==> src/rtl/decode_seq_if.sv <==
`default_nettype none
// ============================================================================
// Module   : decode_seq_if
// Function : fetch, data-memory and register-file control bundle for decode_seq
// Revision : 1.0 - initial release
// ============================================================================
interface decode_seq_if;
   logic        instr_req;
   logic [11:0] instr_addr;
   logic        instr_ack;
   logic [15:0] instr;
   logic        mem_req;
   logic        mem_we;
   logic        mem_ack;
   logic [11:0] pcAddData;
   logic        regEnable;
   logic        litEnable;
   logic        memEnable;
   logic [3:0]  SA;
   logic [3:0]  SB;
   logic [7:0]  lit;
   logic        halted;
   logic        illegal;

   // master = sequencer side
   modport master (
      output instr_req, instr_addr, mem_req, mem_we,
      output regEnable, litEnable, memEnable, SA, SB, lit, halted, illegal,
      input  instr_ack, instr, mem_ack, pcAddData
   );

   modport slave (
      input  instr_req, instr_addr, mem_req, mem_we,
      input  regEnable, litEnable, memEnable, SA, SB, lit, halted, illegal,
      output instr_ack, instr, mem_ack, pcAddData
   );
endinterface
`default_nettype wire

==> src/rtl/decode_seq.sv <==
`default_nettype none
// ============================================================================
// Module   : decode_seq
// Function : fetch/decode/execute sequencer driving register-file write controls
// Revision : 1.0 - initial release
// ============================================================================
module decode_seq (
   input  wire logic     clk,
   input  wire logic     reset,
   decode_seq_if.master  bus
);

   localparam logic [3:0]  c_OP_NOP  = 4'h0;
   localparam logic [3:0]  c_OP_MOV  = 4'h1;
   localparam logic [3:0]  c_OP_LDI  = 4'h2;
   localparam logic [3:0]  c_OP_LD   = 4'h3;
   localparam logic [3:0]  c_OP_ST   = 4'h4;
   localparam logic [3:0]  c_OP_JMP  = 4'h5;
   localparam logic [3:0]  c_OP_HALT = 4'hF;
   localparam logic [11:0] c_PC_ONE  = 12'h001;

   typedef enum logic [2:0] {
      S_FETCH   = 3'd0,
      S_DECODE  = 3'd1,
      S_EXEC    = 3'd2,
      S_MEMWAIT = 3'd3,
      S_WB      = 3'd4,
      S_HALT    = 3'd5
   } state_t;

   state_t      r_state;
   state_t      w_next_state;
   logic [11:0] r_pc;
   logic [11:0] w_pc_next;
   logic [15:0] r_ir;
   logic [3:0]  w_opcode;
   logic        w_ir_load;

   assign w_opcode       = r_ir[15:12];
   assign w_ir_load      = (r_state == S_FETCH) && bus.instr_ack;
   assign bus.instr_addr = r_pc;

   always_ff @(posedge clk) begin
      if (reset) begin
         r_state <= S_FETCH;
         r_pc    <= 12'h000;
         r_ir    <= 16'h0000;
      end else begin
         r_state <= w_next_state;
         r_pc    <= w_pc_next;
         if (w_ir_load) begin
            r_ir <= bus.instr;
         end
      end
   end

   always_comb begin
      w_next_state  = r_state;
      w_pc_next     = r_pc;
      bus.instr_req = 1'b0;
      bus.mem_req   = 1'b0;
      bus.mem_we    = 1'b0;
      bus.regEnable = 1'b0;
      bus.litEnable = 1'b0;
      bus.memEnable = 1'b0;
      bus.SA        = 4'h0;
      bus.SB        = 4'h0;
      bus.lit       = 8'h00;
      bus.halted    = 1'b0;
      bus.illegal   = 1'b0;

      // Select fields are presented from DECODE until the next fetch
      if ((r_state == S_DECODE) || (r_state == S_EXEC) ||
          (r_state == S_MEMWAIT) || (r_state == S_WB)) begin
         bus.SA  = r_ir[11:8];
         bus.SB  = r_ir[7:4];
         bus.lit = r_ir[7:0];
      end

      case (r_state)
         S_FETCH: begin
            bus.instr_req = 1'b1;
            if (bus.instr_ack) begin
               w_next_state = S_DECODE;
            end
         end

         S_DECODE: begin
            w_next_state = S_EXEC;
         end

         S_EXEC: begin
            case (w_opcode)
               c_OP_NOP: begin
                  w_pc_next    = r_pc + c_PC_ONE;
                  w_next_state = S_FETCH;
               end
               c_OP_MOV: begin
                  bus.regEnable = 1'b1;
                  w_pc_next     = r_pc + c_PC_ONE;
                  w_next_state  = S_FETCH;
               end
               c_OP_LDI: begin
                  bus.regEnable = 1'b1;
                  bus.litEnable = 1'b1;
                  w_pc_next     = r_pc + c_PC_ONE;
                  w_next_state  = S_FETCH;
               end
               c_OP_LD, c_OP_ST: begin
                  w_next_state = S_MEMWAIT;
               end
               c_OP_JMP: begin
                  w_pc_next    = bus.pcAddData;
                  w_next_state = S_FETCH;
               end
               c_OP_HALT: begin
                  w_next_state = S_HALT;
               end
               default: begin
                  bus.illegal  = 1'b1;
                  w_pc_next    = r_pc + c_PC_ONE;
                  w_next_state = S_FETCH;
               end
            endcase
         end

         S_MEMWAIT: begin
            bus.mem_req = 1'b1;
            bus.mem_we  = (w_opcode == c_OP_ST);
            if (bus.mem_ack) begin
               if (w_opcode == c_OP_ST) begin
                  w_pc_next    = r_pc + c_PC_ONE;
                  w_next_state = S_FETCH;
               end else begin
                  w_next_state = S_WB;
               end
            end
         end

         S_WB: begin
            bus.regEnable = 1'b1;
            bus.memEnable = 1'b1;
            w_pc_next     = r_pc + c_PC_ONE;
            w_next_state  = S_FETCH;
         end

         S_HALT: begin
            bus.halted = 1'b1;
         end

         default: begin
            w_next_state = S_FETCH;
         end
      endcase
   end

endmodule
`default_nettype wire

==> src/flat_wrapper.sv <==
// flat-port wrapper written by rule: the top's interface ports become plain ports
module decode_seq_flat 
  (clk, reset, bus_instr_req, bus_instr_addr, bus_mem_req, bus_mem_we, bus_regEnable, bus_litEnable, bus_memEnable, bus_SA, bus_SB, bus_lit, bus_halted, bus_illegal, bus_instr_ack, bus_instr, bus_mem_ack, bus_pcAddData);
  decode_seq_if bus_i ();
  input  wire logic clk;
  input  wire logic reset;
  output wire logic [$bits(bus_i.instr_req)-1:0] bus_instr_req;
  output wire logic [$bits(bus_i.instr_addr)-1:0] bus_instr_addr;
  output wire logic [$bits(bus_i.mem_req)-1:0] bus_mem_req;
  output wire logic [$bits(bus_i.mem_we)-1:0] bus_mem_we;
  output wire logic [$bits(bus_i.regEnable)-1:0] bus_regEnable;
  output wire logic [$bits(bus_i.litEnable)-1:0] bus_litEnable;
  output wire logic [$bits(bus_i.memEnable)-1:0] bus_memEnable;
  output wire logic [$bits(bus_i.SA)-1:0] bus_SA;
  output wire logic [$bits(bus_i.SB)-1:0] bus_SB;
  output wire logic [$bits(bus_i.lit)-1:0] bus_lit;
  output wire logic [$bits(bus_i.halted)-1:0] bus_halted;
  output wire logic [$bits(bus_i.illegal)-1:0] bus_illegal;
  input wire logic [$bits(bus_i.instr_ack)-1:0] bus_instr_ack;
  input wire logic [$bits(bus_i.instr)-1:0] bus_instr;
  input wire logic [$bits(bus_i.mem_ack)-1:0] bus_mem_ack;
  input wire logic [$bits(bus_i.pcAddData)-1:0] bus_pcAddData;
  assign bus_instr_req = bus_i.instr_req;
  assign bus_instr_addr = bus_i.instr_addr;
  assign bus_mem_req = bus_i.mem_req;
  assign bus_mem_we = bus_i.mem_we;
  assign bus_regEnable = bus_i.regEnable;
  assign bus_litEnable = bus_i.litEnable;
  assign bus_memEnable = bus_i.memEnable;
  assign bus_SA = bus_i.SA;
  assign bus_SB = bus_i.SB;
  assign bus_lit = bus_i.lit;
  assign bus_halted = bus_i.halted;
  assign bus_illegal = bus_i.illegal;
  assign bus_i.instr_ack = bus_instr_ack;
  assign bus_i.instr = bus_instr;
  assign bus_i.mem_ack = bus_mem_ack;
  assign bus_i.pcAddData = bus_pcAddData;
  decode_seq u_core (.clk(clk), .reset(reset), .bus(bus_i));
endmodule
==> config.mk <==
export PLATFORM = sky130hd
export DESIGN_NAME = decode_seq_flat
export DESIGN_NICKNAME = d
export VERILOG_FILES = /design/src/rtl/decode_seq_if.sv /design/src/rtl/decode_seq.sv /design/src/flat_wrapper.sv
export SDC_FILE = /design/constraint.sdc
export NUM_CORES = 1
export LEC_CHECK = 0
export CORE_ASPECT_RATIO = 1.5
export CORE_MARGIN = 4
export CORE_UTILIZATION = 40
export DETAILED_ROUTE_END_ITERATION = 12
export GPL_ROUTABILITY_DRIVEN = 0
export HOLD_SLACK_MARGIN = 0.12
export PLACE_DENSITY = 0.77
export SYNTH_ARGS = -nofsm -noshare
export SYNTH_HDL_FRONTEND = slang
export SYNTH_SLANG_ARGS = --single-unit
==> constraint.sdc <==
create_clock -name clk -period 2.4 [get_ports clk]
set_clock_uncertainty 0.15 [all_clocks]
set_input_delay 0.36 -clock clk [delete_from_list [all_inputs] [get_ports clk]]
set_output_delay 0.36 -clock clk [all_outputs]
set_load 0.02 [all_outputs]
==> out/metrics.cfg, run 1 <==
[cells_and_area]
final_cells=346
drive_gt1_share_pct=12.8
final_util_pct=59.8
area_growth_pct=46.4
nets=330
diodes=0

[setup_path]
path_class=reg2out
start_kind=register
required_ns=1.89
crit_arrival_ns=1.78
critPathMaxFanout=7
worst_setup_path_end_kind=output port

[global_routing]
grt.total_usage_pct=16.4
antenna_found_initial=0
grt_max_degree=24
gr-total-overflow=0
grt_first_pass_wirelength_um=7830
grt_pass1_vias=1796

[synthesis]
synthXorXnorAreaFrac_pct=0.476
synthFlopType=dfxtp_1
synth_seq_cells=31
ys_warn_count=0
synth_nets=267
ys_seq_area_share_pct=33.7
synth_top_family_by_area=simple AND/OR/NAND/NOR gates
synth_fa_ha_area_share_pct=0.680
synthArstFlopShare_pct=0
synthSimpleGateAreaFrac_pct=30.7
netlist_instances=234
synth_edf_count=0
synth-compound-area-share_pct=25.4
syn-mean-instance-area_sq_um=7.87
syn_area_sq_mm=0.00184
yosys.cell_types.count=42
synthMuxAreaShare_pct=0

[route]
wl_um=4730
firstDrtPassIters=5
post_drt_wl_per_cell_um=13.7
drcViolationCount=0
ant_nets=0
drtIter0Drc=68
via_per_inst=5.30
via_count=1833

[floorplan]
core_sq_mm=0.00450
ioPinCount=68
dieArea_sq_mm=0.00577
start_util_pct=40.9
fp.dieW_um=63.4
rows=30
die_y_um=91.1

[clocking]
cts_buffer_depth=2
clock_latency_ns=0.28
cts_tree=built
cts_root_buffer=clkbuf_8
cts_buffers=5
clock-sinks=31
clk_pin_slew_ns=0.06
htreeDepth=2

[placed_design]
dpl.hpwl_um=3520
dp_cells=338
dp_slack_ns=0.124
io_buffers=67

[sta]
setup-tns-final_ns=0
fmax_mhz=437
maxSlewHeadroom_pct=62.6
rsz0062_at_grt=false
fin_crit_sh_pct=95.3
min_period_ns=2.29
tightestPinTransition_ns=0.561
slew_viol_final=0
setup_viol=0
fin_ws_ns=0.112
hold_viol_final=0

[pwr]
power_mw=1.40
power_density_mw_per_mm2=519
p_leak_nw=1.24
max-vdd-ir-drop_v=0.000362

[job]
drv_cap=0

[min_path]
hp-class=reg2reg

[status]
status=finished, final reports clean

-- synthesized netlist by cell type (all sizes together), types with 5 or more instances --
| library cell | number | share of area, % |
|---|---|---|
| o32ai | 9 | 7.5 |
| clkbuf | 6 | 1.2 |
| nand2 | 45 | 9.2 |
| o31a | 7 | 3.3 |
| dfxtp | 31 | 34 |
| nand3 | 5 | 1.4 |
| and2 | 14 | 4.8 |
| a21oi | 35 | 10 |
| inv | 11 | 2.2 |
| buf | 16 | 5.6 |
| nor3 | 9 | 2.7 |
| nor2 | 9 | 1.8 |
-- sequential cells by signal (all words and copies together), names as in the netlist --
name                   flops
u_core.bus.instr_addr     12
u_core.r_ir               16
u_core.r_state             3
-- placed cells by master, fill, tap and decap left out, drive strengths merged, types with 7 or more instances in the layout --
cell type and instances:
nor3 9, and2 14, o32ai 9, nor2 9
a21oi 35, o31a 7, clkdlybuf4s50 47, dlymetal6s2s 17
inv 11, buf 11, dfxtp 31, nand2 45
-- worst max-delay path, cell delays in order (launching register included) --
cell,delay [ns]
dfxtp_2,0.36
buf_4,0.16
nor2b_1,0.19
and2_1,0.18
clkdlybuf4s50_1,0.61
-- report_power, final --
group / leakage [nW] / switching [mW] / total [mW] / internal [mW]
Sequential: 0.254 / 0.0262 / 0.570 / 0.544
Clock: 0.0612 / 0.193 / 0.529 / 0.336
Combinational: 0.920 / 0.151 / 0.300 / 0.148
Total: 1.24 / 0.370 / 1.40 / 1.03
-- path summary, 6_finish.rpt --
check,startpoint,end,slack (ns),cells after the start
max,u_core.r_state[1],bus_halted,0.11,4
min,u_core.r_ir[2],u_core.r_ir[2],0.30,2
max reg2reg,u_core.r_ir[14],u_core.bus.instr_addr[10],0.45,5
min reg2reg,u_core.r_ir[2],u_core.r_ir[2],0.30,2
-- timing repair --
item,4_1_cts,5_1_grt
setup endpoints to repair,20,19
resized for setup,5,19
hold buffers,0,0
endpoints found under the hold margin,0,0
setup buffers,0,0
-- per-stage QoR --
stage / area, sq um / hold WS [ns]
2_1_floorplan: 1840 / 0.282
3_3_place_gp: 2530 / 0.287
3_5_place_dp: 2530 / 0.293
4_1_cts: 2650 / 0.303
5_1_grt: 2690 / 0.313
6_report: 2690 / 0.300
-- logic make-up (layout without fill, tap and decap cells) --
kind of cell,count (synthesis),in the layout
xor gates and xnor gates,1,1
and+or+nand+nor,107,107
AOI/OAI and AO/OA,61,61
buffers and inverters,33,97
DFF,31,31
adders and majority gates,1,1
-- layout make-up --
class	instances	area, sq um
multi-input combinational	170	1060
timing repair buffer	78	792
clock inverter	2	35.0
sequential	31	624
inverter	11	41.3
fill	428	1810
tap	48	60.1
clock buffer	6	82.6
-- metal layers --
layer / vias up / wire length [um] / GRT usage (%)
met3: 7 / 289 / 4.70
li1: 941 / - / -
met4: 0 / 65 / 5.95
met5: - / 0 / 0
met2: 56 / 2470 / 29.6
met1: 829 / 1900 / 17.8
Power figures use the tool's default switching activity.
==> inputs of run 2 (changes only) <==
- CORE_UTILIZATION: 40 -> 44
- PLACE_DENSITY: 0.77 -> 0.83
==> run 2 against run 1 <==
Effect of this change:
- die area shrank 8.1%
- cell count shrank 1.7%
- worst hold slack lost 0.0039 ns
- via count shrank 0.76%
- sequential share of layout area grew 0.55 points
- count of clock-buffer cells in the layout is the same
- design area shrank 2.5%
- highest routed layer unchanged
==> out/metrics.cfg, run 2 (synthesized netlist as in run 1, its figures left out) <==
[job]
drv_cap=0  ; unchanged

[clocking]
post_cts_buffers=0  ; unchanged
cts_buffers=5  ; unchanged
cts_root_buffer=clkbuf_8  ; unchanged
clock_latency_ns=0.27  ; was 0.28 ns
clk_pin_slew_ns=0.06  ; about the same
ctsHoldBuffers=0  ; unchanged
htreeDepth=2  ; unchanged
cts_tree=built  ; unchanged
cts_buffer_depth=2  ; unchanged
clock-sinks=31  ; unchanged

[sta]
fin_crit_sh_pct=96.9  ; was 95.3%
min_period_ns=2.33  ; was 2.29 ns
hold_viol_final=0  ; unchanged
tightestPinTransition_ns=0.558  ; was 0.561 ns
fin_ws_ns=0.0745  ; was 0.112 ns
fmax_mhz=430  ; was 437 MHz
slew_viol_final=0  ; unchanged
setup_viol=0  ; unchanged
maxSlewHeadroom_pct=62.8  ; was 62.6%

[route]
drtIter0Drc=78  ; was 68
firstDrtPassIters=4  ; was 5
via_per_inst=5.35  ; was 5.30
via_count=1819  ; was 1833
post_drt_wl_per_cell_um=13.5  ; was 13.7 um
wl_um=4590  ; was 4730 um
drcViolationCount=0  ; unchanged
ant_nets=0  ; unchanged

[setup_path]
crit_path_cell_trace=o21a_1 -> nor2_1 -> buf_4 -> and2_1 -> clkdlybuf4s50_1  ; was buf_4 -> nor2b_1 -> and2_1 -> clkdlybuf4s50_1
worst-r2r-cell-count=5  ; unchanged
start_kind=register  ; unchanged
crit_buf_inv=2  ; unchanged
startpoint=u_core.r_state[0]  ; was u_core.r_state[1]
required_ns=1.89  ; about the same
r2r_slack_ns=0.33  ; was 0.45 ns
crit_arrival_ns=1.82  ; was 1.78 ns
worstReg2RegStart=u_core.r_ir[12]  ; was u_core.r_ir[14]
max_stage_delay_ns=0.60  ; was 0.61 ns
cp_top_family=buffers and inverters  ; unchanged
r2r-end=u_core.bus.instr_addr[10]  ; unchanged
slowest_stage=clkdlybuf4s50_1  ; unchanged
worst_setup_path_end_kind=output port  ; unchanged
critPathMaxFanout=12  ; was 7
path_class=reg2out  ; unchanged

[cells_and_area]
diodes=0  ; unchanged
regMostFlops=u_core.r_ir  ; unchanged
fill_cells=345  ; was 428
drive_gt1_share_pct=11.2  ; was 12.8%
area_growth_pct=42.7  ; was 46.4%
final_cell_mix=clkdlybuf4s50_1 (54), nand2_1 (45), a21oi_1 (34)  ; was clkdlybuf4s50_1 (47), nand2_1 (45), a21oi_1 (34)
final_cells=340  ; was 346
nets=329  ; was 330
final_common_cell=clkdlybuf4s50_1  ; unchanged
largest_register_ffs=16  ; unchanged

[global_routing]
grt_max_degree=24  ; unchanged
antenna_found_initial=0  ; unchanged
grt_pass1_vias=1780  ; was 1796
grt_first_pass_wirelength_um=7620  ; was 7830 um
grt.total_usage_pct=18.4  ; was 16.4%
gr-total-overflow=0  ; unchanged

[min_path]
hp-class=reg2reg  ; unchanged
min_path_cells=2  ; unchanged
worstHoldStart=u_core.r_ir[3]  ; was u_core.r_ir[2]
min_to=u_core.r_ir[3]  ; was u_core.r_ir[2]

[floorplan]
die_y_um=87.2  ; was 91.1 um
fp.dieW_um=60.8  ; was 63.4 um
rows=28  ; was 30
dieArea_sq_mm=0.00530  ; was 0.00577 sq mm
core_sq_mm=0.00399  ; was 0.00450 sq mm
start_util_pct=46.1  ; was 40.9%
ioPinCount=68  ; unchanged

[pwr]
power_density_mw_per_mm2=467  ; was 519 mW/mm^2
p_leak_nw=1.11  ; was 1.24 nW
max-vdd-ir-drop_v=0.000474  ; was 0.000362 V

[placed_design]
dpl.hpwl_um=3510  ; was 3520 um
io_buffers=67  ; unchanged
dp_cells=334  ; was 338
dp_slack_ns=0.111  ; was 0.124 ns

[status]
status=finished, final reports clean  ; unchanged

[run 2: final cells by class]
cell class              count  area [sq um]  share of cell area, %
multi-input cells         170          1060                   40.3
repair buffers             77           774                   29.5
clock buffers               6          72.6                   2.76
flip-flops and latches     31           623                   23.7
well taps                  45          56.3                   2.14
inverters                  11          41.3                   1.57
[run 2: how the worst max path moves through the flow]
| stage | to | slack, ns | cells after the start |
|---|---|---|---|
| after detailed placement | u_core.bus.instr_addr[10] | 0.11 | 6 |
| final | bus_lit[1] | 0.07 | 5 |
| after CTS | bus_SB[0] | 0.006 | 5 |
| after global routing | bus_lit[0] | -0.004 | 5 |
| after floorplan | bus_lit[4] | 0.08 | 6 |
| after global placement | u_core.bus.instr_addr[10] | 0.15 | 6 |
[run 2: stage by stage]
stage | total power [mW] | instance area (sq um) | hold slack [ns] | setup TNS [ns] | util (%)
after floorplan | 0.750 | 1840 | 0.282 | 0 | -
after CTS | 1.24 | 2590 | 0.302 | 0 | 64.8
final | 1.23 | 2630 | 0.297 | 0 | 65.8
after global routing | 1.30 | 2630 | 0.328 | -0.00370 | 65.8
after global placement | 0.876 | 2520 | 0.287 | 0 | 63.0
after detailed placement | 0.879 | 2520 | 0.293 | 0 | 63.0
[run 2: worst min-delay path: cells and delay by family (launching register included)]
family / cells / cell delay [ns]
AND/OR/NAND/NOR: 1 / 0.05
flip-flops: 1 / 0.30
AO/OA/AOI/OAI: 1 / 0.05
[run 2: repair_timing]
item | CTS | global route
resized for setup | 2 | 14
gates cloned | 0 | 0
pin swaps | 0 | 0
setup endpoints to repair | 16 | 19
[run 2: report_power, final]
| part | total, mW | switching, mW | internal, mW |
|---|---|---|---|
| sequential | 0.569 | 0.0251 | 0.544 |
| clock | 0.358 | 0.165 | 0.193 |
| combinational | 0.299 | 0.150 | 0.148 |
[run 2: layer usage]
metal | track usage (%) | routed length, um
met1 | 20.6 | 1800
met5 | 0 | 0
met3 | 5.93 | 398
met2 | 31.7 | 2330
met4 | 6.51 | 57
